--- config.mk ---
export PLATFORM = sky130hd
export DESIGN_NAME = fetch_inst_queue
export DESIGN_NICKNAME = d
export VERILOG_FILES = /design/src/rtl/fetch_inst_queue.sv
export SDC_FILE = /design/constraint.sdc
export NUM_CORES = 1
export LEC_CHECK = 0
export CORE_UTILIZATION = 35
export DETAILED_ROUTE_END_ITERATION = 10
export PLACE_DENSITY = 0.64
export SLEW_MARGIN = 20
export SYNTH_ARGS = -nofsm -noshare
export SYNTH_HDL_FRONTEND = slang
export SYNTH_SLANG_ARGS = --single-unit
--- constraint.sdc ---
create_clock -name clk -period 5.8 [get_ports clk]
set_clock_uncertainty 0.15 [all_clocks]
set_input_delay 0.58 -clock clk [delete_from_list [all_inputs] [get_ports clk]]
set_output_delay 0.58 -clock clk [all_outputs]
set_load 0.02 [all_outputs]
--- src/rtl/fetch_inst_queue.sv ---
// Decoupling queue between IF and ID: a small circular FIFO of {pc, inst} words
// that lets IF keep fetching while ID stalls, and drops everything on a redirect.
module fetch_inst_queue #(
  parameter int DEPTH  = 4,
  parameter int BUS_WD = 64
) (
  input  logic                       clk,
  input  logic                       reset,
  input  logic                       fs_to_ds_valid,
  input  logic [BUS_WD-1:0]          fs_to_ds_bus,
  output logic                       fq_allow_in,
  input  logic                       flush,
  input  logic                       ds_allow_in,
  output logic                       fq_to_ds_valid,
  output logic [BUS_WD-1:0]          fq_to_ds_bus,
  output logic [$clog2(DEPTH):0]     fq_count
);

  localparam int AW = $clog2(DEPTH);
  localparam int CW = AW + 1;

  // Handshake: a word moves on an edge where the producer's valid and the
  // consumer's allow are both high and flush is low; flush discards both sides.
  logic [BUS_WD-1:0] mem [DEPTH];
  logic [AW-1:0]     wr_ptr;
  logic [AW-1:0]     rd_ptr;
  logic [CW-1:0]     count;
  logic              push;
  logic              pop;

  // allow depends only on registered count, so a full queue cannot take a
  // push in the same cycle as a pop.
  assign fq_allow_in    = (count != CW'(DEPTH));
  assign fq_to_ds_valid = (count != '0);
  assign fq_to_ds_bus   = fq_to_ds_valid ? mem[rd_ptr] : '0;
  assign fq_count       = count;

  assign push = fs_to_ds_valid && fq_allow_in && !flush;
  assign pop  = fq_to_ds_valid && ds_allow_in && !flush;

  always_ff @(posedge clk) begin
    if (reset || flush) begin
      wr_ptr <= '0;
      rd_ptr <= '0;
      count  <= '0;
    end else begin
      if (push) wr_ptr <= wr_ptr + AW'(1);
      if (pop)  rd_ptr <= rd_ptr + AW'(1);
      case ({push, pop})
        2'b10:   count <= count + CW'(1);
        2'b01:   count <= count - CW'(1);
        default: count <= count;
      endcase
    end
  end

  // Storage is left uncleared; reset and flush only gate push.
  always_ff @(posedge clk) begin
    if (!reset && push) mem[wr_ptr] <= fs_to_ds_bus;
  end

endmodule

==> flow_metrics.tcl <==
set metrics [dict create \
    critPathMaxFanout 47 \
    worst_pin_slew_ns 1.02 \
    slew_violations 0 \
    nets 682 \
    highest_layer "met4" \
    cap_violations 0 \
    layout-drive-gt1-share 0.181 \
    synth_edf_count 256 \
    initialDrtViolationCount 380 \
    core_area_mm2 0.0287 \
    numCtsBuffers 27 \
    final_util 0.446 \
    multi_input_area_mm2 0.00216 \
    wl_per_cell_um 19.0 \
    rrSetupSlack_ns 3.03 \
    yosysSeqAreaShare 0.770 \
    regArea_mm2 0.00788 \
    grt_pass1_wl_um 29900 \
    clock-sinks 265 \
    drt-met1-wl_um 8050 \
    crit_slowest_cell "dfxtp_4" \
    die-area_mm2 0.0299 \
    setup_viol 0 \
    die_h_um 173 \
    max_stage_delay_ns 1.00 \
    hold_violations 0 \
    h-tree-depth 1 \
    synth_cell_types 26 \
    syn_area_per_cell_um2 22.3 \
    clk_path_buf_depth 3 \
    path_cells "buf_4, mux4_2, and2_1, clkdlybuf4s50_1" \
    finalCritPeriodShare 0.690 \
    cp.arrival_ns 3.27 \
    clkSlewWorstSetupHoldPaths_ns 0.06 \
    vias 4801 \
    die_w_um 173 \
    vias_per_cell 4.75 \
    grt_usage 0.130 \
    rows 62 \
    endpoint_kind "output pin" \
    initial_utilization 0.356 \
    p_per_area_mw_per_mm2 307 \
    grt_antenna_before_repair 1 \
    status "complete, no violations" \
    syn_to_final_growth_pct 25.1 \
    rsz0062_at_grt "false" \
    grt_pass1_vias 5315 \
    synthCells 458 \
    ys_ff_latch 265 \
    vdd_drop_max_mv 0.168 \
    first_pass_iters 4 \
    crit_required_ns 5.07 \
    post-cts-setup-buffer-count 0 \
    slew_headroom 0.322 \
    cts_resized 0 \
    synth_nets 533 \
    drt_wl_total_um 19200 \
    wl_met3_um 1190 \
    clockRootBuffer "clkbuf_16" \
    critPathLaunchType "register" \
    synth.cell_area_mm2 0.0102 \
    total_power_mw 3.93 \
    hpwlAfterDp_um 10500 \
    fin_crit_ns 4.00 \
    ant_nets 0 \
    worst-setup-path-type "reg2out" \
    synthArstFlopShare 0 \
    hold_class "reg2reg" \
    cts_hold_buf 0 \
    leakage_nw 3.97 \
    drc 0 \
    synth_ff_type "edfxtp_1" \
    overflow 0 \
    clk_latency_ns 0.51 \
    grt_max_degree 66 \
    pin_count 138 \
    routed-wl-met2_um 9630 \
    cts_tree "yes" \
    place_congestion 0.703 \
    fill_cells 2465 \
    port_buffers 137 \
    fmax_mhz 250 \
    synth_warnings 0 \
]
[cells by family after synthesis]
logic type | share of synthesized area
AO/OA/AOI/OAI | 0.00306
XOR/XNOR | 0.00343
adder cells (fa/ha/maj) | 0.00808
buffers and inverters | 0.0211
flip-flops | 0.770
multiplexers | 0.144
AND/OR/NAND/NOR | 0.0503
[critical path: cells and delay by family (launching register included)]
kind | cells | cell delay, ns
simple gates | 1 | 0.17
mux | 1 | 0.55
buf+inv | 2 | 1.01
flops | 1 | 1.00
[layer usage]
| metal | GRT usage | up-vias |
|---|---|---|
| met5 | 0 | - |
| met1 | 0.165 | 2488 |
| met4 | 0.0321 | 0 |
| met3 | 0.0306 | 31 |
| met2 | 0.224 | 131 |
| li1 | - | 2151 |
[cell type report]
class | instances | area share
sequential | 265 | 0.616
multi-input combinational | 166 | 0.169
timing repair buffer | 142 | 0.110
clock buffer | 36 | 0.0570
tap | 384 | 0.0376
clock inverter | 12 | 0.00880
inverter | 5 | 0.00147
antenna | 1 | 0.000196
[final timing paths]
kind	from	end	cells past startpoint
max	register	fq_to_ds_bus[28]	4
min	wr_ptr[0]	wr_ptr[0]	2
max reg2reg	fq_count[2]	fq_count[2]	8
min reg2reg	wr_ptr[0]	wr_ptr[0]	2
[cell usage in the layout, fill, tap and decap left out]
master / count
a21oi_1: 2
and2_1: 64
buf_4: 5
bufinv_16: 2
clkbuf_1: 7
clkbuf_16: 27
clkbuf_8: 2
clkdlybuf4s50_1: 137
clkinv_1: 3
clkinv_2: 5
clkinv_4: 1
clkinvlp_4: 1
dfxtp_1: 7
dfxtp_4: 2
diode_2: 1
edfxtp_1: 256
fa_1: 1
ha_1: 5
inv_1: 5
mux2i_1: 2
mux4_1: 4
mux4_2: 60
nand2_1: 4
nand3b_2: 1
nor2_1: 8
nor3b_2: 4
o21ai_0: 1
o311ai_0: 1
o31ai_1: 1
or2_2: 1
or3_1: 1
or3_4: 1
or3b_2: 1
xor2_1: 4
[where the power goes]
| part | total [mW] | switching (mW) | internal [mW] |
|---|---|---|---|
| combinational | 0.169 | 0.0782 | 0.0909 |
| sequential | 2.12 | 0.00736 | 2.12 |
| clock | 1.64 | 0.671 | 0.967 |
| total | 3.93 | 0.757 | 3.17 |
[synth_stat cells, drive strengths merged, types with 2 or more instances]
master  count  area, um^2
inv         5        18.8
edfxtp    256        7690
nor2        8        30.0
and2       64         400
ha          5        62.6
mux2i       2        20.0
nand2       4        15.0
a21oi       2        10.0
clkbuf      9        35.0
xor2        4        35.0
or3         2        12.5
mux4       64        1460
buf        13         161
dfxtp       9         180
nor3b       4        30.0
[registers in the layout, summed over array words and instances (netlist names), named ones only]
| register | cells |
|---|---|
| fq_count | 3 |
| rd_ptr | 2 |
| mem | 256 |
| wr_ptr | 2 |
[stage by stage]
step                      cells  hold slack, ns  area (um^2)  worst slack (ns)  TNS, ns
after global placement      962           0.326        11900              2.22        0
final                      1011           0.361        12800              1.80        0
after CTS                  1010           0.360        12800              1.65        0
after detailed placement    962           0.352        11900              2.22        0
after floorplan             458           0.321        10200            -0.625  -158.67
after global routing       1010           0.401        12800              1.50        0
Power figures use the tool's default switching activity.
